[config.mk]
export PLATFORM = sky130hd
export DESIGN_NAME = multicycle_control_unit
export DESIGN_NICKNAME = d
export VERILOG_FILES = /design/src/rtl/multicycle_control_unit.sv
export SDC_FILE = /design/constraint.sdc
export NUM_CORES = 1
export LEC_CHECK = 0
export BUFFER_PORTS_ARGS = -buffer_cell sky130_fd_sc_hd__buf_4
export CAP_MARGIN = 20
export CORE_MARGIN = 2
export CORE_UTILIZATION = 58
export DETAILED_ROUTE_END_ITERATION = 6
export PLACE_DENSITY = 0.95
export SYNTH_ARGS = -nofsm -noshare
export SYNTH_HDL_FRONTEND = slang
export SYNTH_SLANG_ARGS = --single-unit
[constraint.sdc]
create_clock -name CLK -period 6.2 [get_ports CLK]
set_input_delay 0.31 -clock CLK [delete_from_list [all_inputs] [get_ports CLK]]
set_output_delay 0.31 -clock CLK [all_outputs]
set_load 0.005 [all_outputs]
[src/rtl/multicycle_control_unit.sv]
// rtl/multicycle_control_unit.sv - multi-cycle IF/ID/EXE/MEM/WB control FSM
// State and latched opcode are registered; outputs decode from them (PCSrc also from zero in beq EXE).
module multicycle_control_unit #(
  parameter int OP_W    = 6,
  parameter int ALUOP_W = 3,
  parameter int MEM_LAT = 1,
  parameter int CNT_W   = 32
) (
  input  logic               CLK,
  input  logic               Reset,
  input  logic [OP_W-1:0]    op,
  input  logic               zero,
  output logic               PCWre,
  output logic [1:0]         PCSrc,
  output logic               IRWre,
  output logic               ALUSrcB,
  output logic               ALUM2Reg,
  output logic               RegWre,
  output logic               RegOut,
  output logic               ExtSel,
  output logic               DataMemRW,
  output logic               InsMemRW,
  output logic [ALUOP_W-1:0] ALUOp,
  output logic               halted,
  output logic               illegal,
  output logic [CNT_W-1:0]   instr_count
);

  localparam logic [5:0] OPC_ADD  = 6'b000000;
  localparam logic [5:0] OPC_ADDI = 6'b000001;
  localparam logic [5:0] OPC_SUB  = 6'b000010;
  localparam logic [5:0] OPC_ORI  = 6'b010000;
  localparam logic [5:0] OPC_AND  = 6'b010001;
  localparam logic [5:0] OPC_OR   = 6'b010010;
  localparam logic [5:0] OPC_MOVE = 6'b100000;
  localparam logic [5:0] OPC_SW   = 6'b100110;
  localparam logic [5:0] OPC_LW   = 6'b100111;
  localparam logic [5:0] OPC_BEQ  = 6'b110000;
  localparam logic [5:0] OPC_J    = 6'b111000;
  localparam logic [5:0] OPC_HALT = 6'b111111;

  localparam int MW = (MEM_LAT > 1) ? $clog2(MEM_LAT) : 1;

  typedef enum logic [2:0] {S_IF, S_ID, S_EXE, S_MEM, S_WB, S_HALT} state_t;

  state_t          state;
  logic [OP_W-1:0] op_q;
  logic [MW-1:0]   mem_cnt;

  logic [5:0] op_lo;
  logic       hi_zero;
  logic is_add, is_addi, is_sub, is_ori, is_and, is_or, is_move;
  logic is_sw, is_lw, is_beq, is_j, is_halt, is_legal, is_mem, mem_last;

  // Wider opcode fields are only legal when the bits above the 6-bit code are clear.
  assign op_lo   = op_q[5:0];
  assign hi_zero = ((op_q >> 6) == '0);

  assign is_add   = hi_zero && (op_lo == OPC_ADD);
  assign is_addi  = hi_zero && (op_lo == OPC_ADDI);
  assign is_sub   = hi_zero && (op_lo == OPC_SUB);
  assign is_ori   = hi_zero && (op_lo == OPC_ORI);
  assign is_and   = hi_zero && (op_lo == OPC_AND);
  assign is_or    = hi_zero && (op_lo == OPC_OR);
  assign is_move  = hi_zero && (op_lo == OPC_MOVE);
  assign is_sw    = hi_zero && (op_lo == OPC_SW);
  assign is_lw    = hi_zero && (op_lo == OPC_LW);
  assign is_beq   = hi_zero && (op_lo == OPC_BEQ);
  assign is_j     = hi_zero && (op_lo == OPC_J);
  assign is_halt  = hi_zero && (op_lo == OPC_HALT);
  assign is_mem   = is_sw || is_lw;
  assign is_legal = is_add || is_addi || is_sub || is_ori || is_and || is_or || is_move ||
                    is_sw || is_lw || is_beq || is_j || is_halt;
  assign mem_last = (mem_cnt == MW'(MEM_LAT - 1));

  always_ff @(posedge CLK or posedge Reset) begin
    if (Reset) begin
      state       <= S_IF;
      op_q        <= '0;
      mem_cnt     <= '0;
      instr_count <= '0;
    end else begin
      if (PCWre) instr_count <= instr_count + CNT_W'(1);
      case (state)
        S_IF: begin
          op_q  <= op;
          state <= S_ID;
        end
        S_ID: begin
          if (is_j)           state <= S_IF;
          else if (is_halt)   state <= S_HALT;
          else if (!is_legal) state <= S_IF;
          else                state <= S_EXE;
        end
        S_EXE: begin
          if (is_beq) begin
            state <= S_IF;
          end else if (is_mem) begin
            state   <= S_MEM;
            mem_cnt <= '0;
          end else begin
            state <= S_WB;
          end
        end
        S_MEM: begin
          if (mem_last) state <= is_sw ? S_IF : S_WB;
          else          mem_cnt <= mem_cnt + MW'(1);
        end
        S_WB:    state <= S_IF;
        S_HALT:  state <= S_HALT;
        default: state <= S_IF;
      endcase
    end
  end

  always_comb begin
    PCWre     = 1'b0;
    PCSrc     = 2'b00;
    IRWre     = 1'b0;
    ALUSrcB   = 1'b0;
    ALUM2Reg  = 1'b0;
    RegWre    = 1'b0;
    RegOut    = 1'b0;
    ExtSel    = 1'b0;
    DataMemRW = 1'b0;
    InsMemRW  = 1'b0;
    ALUOp     = '0;
    halted    = 1'b0;
    illegal   = 1'b0;
    if (!Reset) begin
      if (state == S_ID || state == S_EXE || state == S_MEM || state == S_WB) begin
        ALUSrcB  = is_addi || is_ori || is_lw || is_sw;
        ExtSel   = is_addi || is_lw || is_sw || is_beq;
        RegOut   = is_add || is_sub || is_and || is_or || is_move;
        ALUM2Reg = is_lw;
        if (is_sub || is_beq)     ALUOp = ALUOP_W'(3'b001);
        else if (is_ori || is_or) ALUOp = ALUOP_W'(3'b011);
        else if (is_and)          ALUOp = ALUOP_W'(3'b100);
        else                      ALUOp = '0;
      end
      case (state)
        S_IF: begin
          IRWre    = 1'b1;
          InsMemRW = 1'b1;
        end
        S_ID: begin
          if (is_j) begin
            PCWre = 1'b1;
            PCSrc = 2'b10;
          end else if (!is_legal) begin
            PCWre   = 1'b1;
            illegal = 1'b1;
          end
        end
        S_EXE: begin
          if (is_beq) begin
            PCWre = 1'b1;
            PCSrc = {1'b0, zero};
          end
        end
        S_MEM: begin
          DataMemRW = is_sw;
          PCWre     = is_sw && mem_last;
        end
        S_WB: begin
          RegWre = 1'b1;
          PCWre  = 1'b1;
        end
        S_HALT:  halted = 1'b1;
        default: ;
      endcase
    end
  end

endmodule

Yosys cells after proc, flatten, opt, wreduce, memory -nomap -nowiden
Cells that the tools add are included.
- output and inout bits: 48
- word-level logic and storage cells: 103
- bits of input ports: 9
- register bits: 42
- mux-type cells: 45
- bitwise gates (word level): 1
- equal/unequal tests: 19
- add/subtract/negate cells: 2
- reductions and logical operators: 32
- operator list (kind ; count):
    $eq 6x6->1 const B ; 6
    $mux 3 ; 11
    $add 32x1->32 const B ; 1
    $logic_or 1x1->1 ; 27
    $mux 1 ; 27
    $eq 6x5->1 const B ; 3
    $pmux 3 s5 ; 1
    $eq 3x2->1 const B ; 2
    $eq 3x3->1 const B ; 2
    $eq 6x1->1 const B ; 1
    $eq 6x2->1 const B ; 1
    $logic_not 6->1 ; 1
    $mux 2 ; 3
    $ne 2x2->1 const B ; 3
    $pmux 1 s4 ; 1
    $pmux 2 s2 ; 1
    $eq 3x1->1 const B ; 1
    $logic_not 3->1 ; 1
    $reduce_and 3->1 ; 1
    $pmux 1 s2 ; 1
    $reduce_bool 2->1 ; 1
    $add 1x1->1 const B ; 1
    $logic_and 1x1->1 ; 1
    $not 1->1 ; 1

Longest topological paths before layout
- depth after elaboration: 16
- depth in mapped cells: 7
- mapped depth without buffers: 5

Least setup slack after synthesis
OpenSTA, ideal clock, no wires.
- path kind: in2out
- start point: input Reset
- end point: output PCSrc[1]
- data arrival time: 1.928 ns
- required time: 5.890 ns
- stages on the path: 4
- slack: 3.962 ns
- path through: clkbuf_1 inv_1 nand2_1 nor4_1
- word-level cells in the longest chain between the ends: 1
- RTL lines (element ; line ; text):
    from (decl) ; 10 ; input logic Reset,
    $mux 2 ; 130 ; if (!Reset) begin
    to (decl) ; 14 ; output logic [1:0] PCSrc,
No other way between the ends.

Worst setup path in the final report
- start point: register op_q[4] (netlist: op_lo[4])
- end point: output PCWre
- word-level cells in the longest chain between the ends: 16
- RTL lines (element ; line ; text):
    from (decl) ; 47 ; logic [OP_W-1:0] op_q;
    from (signal assigned) ; 86 ; op_q <= op;
    $eq 6x1->1 / $logic_not 6->1 (equally long branches) ; 60, 59 ;
    $logic_or 1x1->1 (7 in a row) ; 72 ; assign is_legal = is_add || is_addi || is_sub || is_ori || is_and || is_or || is_move ||
    $logic_or 1x1->1 (4 in a row) ; 73 ; is_sw || is_lw || is_beq || is_j || is_halt;
    $mux 1 ; 150 ; end else if (!is_legal) begin
    $mux 1 ; 147 ; if (is_j) begin
    $pmux 1 s4 (*) ; 141 ; case (state)
    $mux 1 (*) ; 130 ;
    to (decl) ; 13 ; output logic PCWre,
Every way passes the cells marked *; elsewhere a longest branch is shown, timed or not.

==> summary.txt <==
Placed design
  • Placed cell area: 0.00277 mm2
  • Routability cong.: 0.856
  • I/O Buffers: 56
  • DP HPWL: 3730 um
  • DP Worst Slack: 3.60 ns

Min path
  • Worst hold path type: input pin to async pin

Final layout
  • Nets: 304
  • Area grow syn2layout: 20.5%
  • Fin area: 0.00286 mm2
  • Layout cells sized above 1: 0.251
  • Filler instances: 301
  • Register area: 0.00103 mm2
  • Area of the multi-input gates: 0.00124 mm2
  • Ant. Diodes: 0

Synthesis
  • Post-synthesis cell area: 0.00237 mm2
  • Async S/R FF share, synth: 1.00
  • Register area share after synthesis: 0.432
  • Top FF cell, synth: dfrtp_1
  • Cell count after synthesis: 244
  • Ys Warns: 0
  • Number of synthesized flops with an enable pin: 0
  • Syn_nets: 254
  • Syn avg cell area: 9.72 um2
  • Netlist cell types: 45
  • FF+latch count, synth: 41

Detailed routing
  • Routed vias/inst: 5.91
  • First drt pass iteration count: 5
  • Post-route ant nets: 0
  • Initial DRC count: 247
  • Drt wl/cell: 15.2 um
  • DR DRC count: 0
  • Vias: 2,038
  • Detailed Route WL: 5240 um

Timing
  • FMAX: 0.340 GHz
  • Clock Skew: 0.00278 ns
  • Worst rel slew slack: 0.403
  • Setup Viol. Count Final: 0
  • Slew @ Worst Pin: 0.895 ns
  • Setup TNS Final: 0 ns
  • Hold Vio Cnt, Final: 0
  • Max-slew violation total from the final report: 0
  • RSZ-0062 raised after global routing: no
  • Final WS setup: 3.26 ns
  • Hold slack: 0.213 ns
  • Period minus WS final: 2.94 ns
  • Final worst path period share: 0.475

Power
  • Sw frac: 0.415
  • Gate power share: 0.398
  • Pwr Density: 353 mW/mm2
  • Leak Pwr: 1.29 nW
  • Peak supply drop: 210 uV
  • Internal Power: 0.000590 W
  • Sequential share of power: 0.438
  • Final Total Pwr: 0.00101 W
  • Sw Pwr: 0.000419 W
  • Clock group share of total power: 0.164

Die
  • Effective utilization at floorplan: 0.597
  • Core area: 0.00397 mm2
  • Io pins: 57
  • Die width: 68.0 um
  • Row count: 23
  • Die Ht: 68.0 um
  • Die footprint: 0.00462 mm2

Critical path
  • RR Endpoint: instr_count[20]
  • Crit path DAT: 2.63 ns
  • Crit path cell chain: or2_1 -> o41a_1 -> o32ai_4 -> buf_4
  • Worst Setup Start Kind: flop
  • Max stage delay cell, worst path: o32ai_4
  • CP Capture Type: primary output
  • RR Startpoint: op_lo[4]
  • CP max FO: 24
  • Critical Path RT: 5.89 ns
  • R2R setup slack: 3.55 ns
  • Bufs and invs on worst path: 1
  • Worst Reg-to-Reg Cells: 5
  • CP Class: flop to primary output
  • Crit-path max cell delay: 0.80 ns
  • Cell family with most CP delay: compound AO/OA/AOI/OAI gates

CTS
  • Clock slew at reported path FFs: 0.07 ns
  • CTS buffer count: 5
  • Setup repair bufs after CTS: 0
  • Clk_lat worst skew: 0.29 ns
  • # resized after CTS: 0
  • Clock root buffer: clkbuf_8
  • Clk buf depth: 2
  • Clock Sinks: 41
  • Hold-fix buffers, CTS: 0
  • TritonCTS clock tree: yes
  • H-Tree Depth: 2

Global routing
  • GRT Total Usage: 0.237
  • Grt ovf: 0
  • Largest net degree at the start of global routing: 44
  • Vias in the first global route: 1,722
  • Global-route wire length before repair: 8160 um
  • Initial antenna violation count: 0

Run status
  • Status: finished, final reports clean

Flow run
  • Max_cap viols: 0
==> kinds of logic (layout without fill, tap and decap cells) <==
kind of cell               count (synthesis)  after routing  synth area share
AOI/OAI and AO/OA                         29             29            0.0986
xor gates and xnor gates                  32             32             0.118
adders and majority gates                  1              1           0.00527
buffers and inverters                     20             71            0.0459
DFF                                       41             41             0.432
muxes                                      5              5            0.0237
and+or+nand+nor                          116            116             0.276
==> per-stage QoR <==
stage               std cells  utilization
floorplan                 244            -
detailed placement        336        0.698
CTS                       344        0.718
finish                    345        0.720
global route              345        0.720
global placement          336        0.698
==> Yosys cell counts, types with 2 or more instances <==
library cell / instances / area [um2]
xnor2_1: 25 / 219
nand2b_1: 2 / 12.5
nor3_1: 10 / 50.1
nand4_1: 12 / 75.1
a211oi_1: 2 / 15.0
buf_4: 3 / 22.5
dfrtp_1: 41 / 1030
and4b_1: 2 / 20.0
nand2_1: 19 / 71.3
and4bb_2: 2 / 25.0
buf_2: 6 / 30.0
and3_1: 10 / 62.6
clkbuf_1: 4 / 15.0
o21ai_0: 8 / 40.0
mux2_2: 5 / 56.3
and4_1: 4 / 35.0
nand3_1: 18 / 90.1
xor2_1: 7 / 61.3
nor4b_1: 3 / 26.3
inv_1: 5 / 18.8
nor2_1: 19 / 71.3
nand4bb_1: 2 / 22.5
buf_6: 2 / 22.5
o31ai_1: 2 / 15.0
nor4_1: 6 / 37.5
a21oi_1: 6 / 30.0
==> power by group through the flow <==
stage	registers (W)	logic, W	clock network (W)
after global routing	0.000454	0.000439	0.000181
after floorplan	0.000364	0.000384	0
after detailed placement	0.000443	0.000395	0
after CTS	0.000438	0.000397	0.000169
after global placement	0.000438	0.000383	0
final	0.000442	0.000401	0.000165
==> worst max-delay path by stage <==
stage / start / cells after the start / slack [ns] / to
after global placement: op_lo[4] / 4 / 3.65 / PCWre
final: op_lo[4] / 4 / 3.26 / PCWre
after global routing: op_lo[2] / 4 / 3.11 / PCWre
after detailed placement: op_lo[4] / 5 / 3.60 / instr_count[20]
after floorplan: Reset / 4 / 3.96 / PCSrc[1]
after CTS: op_lo[4] / 4 / 3.27 / PCWre
==> flip-flops by register name (all words and copies together), names as in the netlist <==
| register | flops |
|---|---|
| state | 3 |
| op_lo | 6 |
| instr_count | 32 |
==> worst reg2reg max path: stages, from the launching register on <==
cell     delay (ns)
dfrtp_1        0.51
or2_1          0.31
o41a_1         0.48
o32ai_4        0.80
nand4_1        0.25
xnor2_1        0.18
==> placed cells by master, fill, tap and decap left out, types with 2 or more instances in the layout <==
cell type,n
nand2b_1,2
mux2_2,5
nand3_1,18
and4_1,4
inv_1,5
nor2_1,19
dfrtp_1,41
nand4bb_1,2
and4b_1,2
buf_4,57
xnor2_1,25
nor4b_1,3
o31ai_1,2
and4bb_2,2
a211oi_1,2
clkbuf_8,5
nor4_1,6
clkbuf_1,3
o21ai_0,8
xor2_1,7
a21oi_1,6
nand4_1,12
nand2_1,19
nor3_1,10
and3_1,10
==> per-layer routing <==
layer | share of wire | global-route usage | routed length (um) | vias to the layer above
met5 | 0 | 0 | 0 | -
met4 | 0.011 | 0.0800 | 59 | 0
met3 | 0.068 | 0.0559 | 355 | 8
met2 | 0.48 | 0.371 | 2520 | 78
met1 | 0.44 | 0.324 | 2300 | 966
li1 | - | - | - | 986
==> final cells by class <==
type,count,area share
Clock buffer,8,0.0280
Inverter,5,0.00657
Multi-Input combinational cell,183,0.433
Sequential cell,41,0.359
Tap cell,50,0.0219
Timing Repair Buffer,58,0.151
Power figures use the tool's default switching activity.
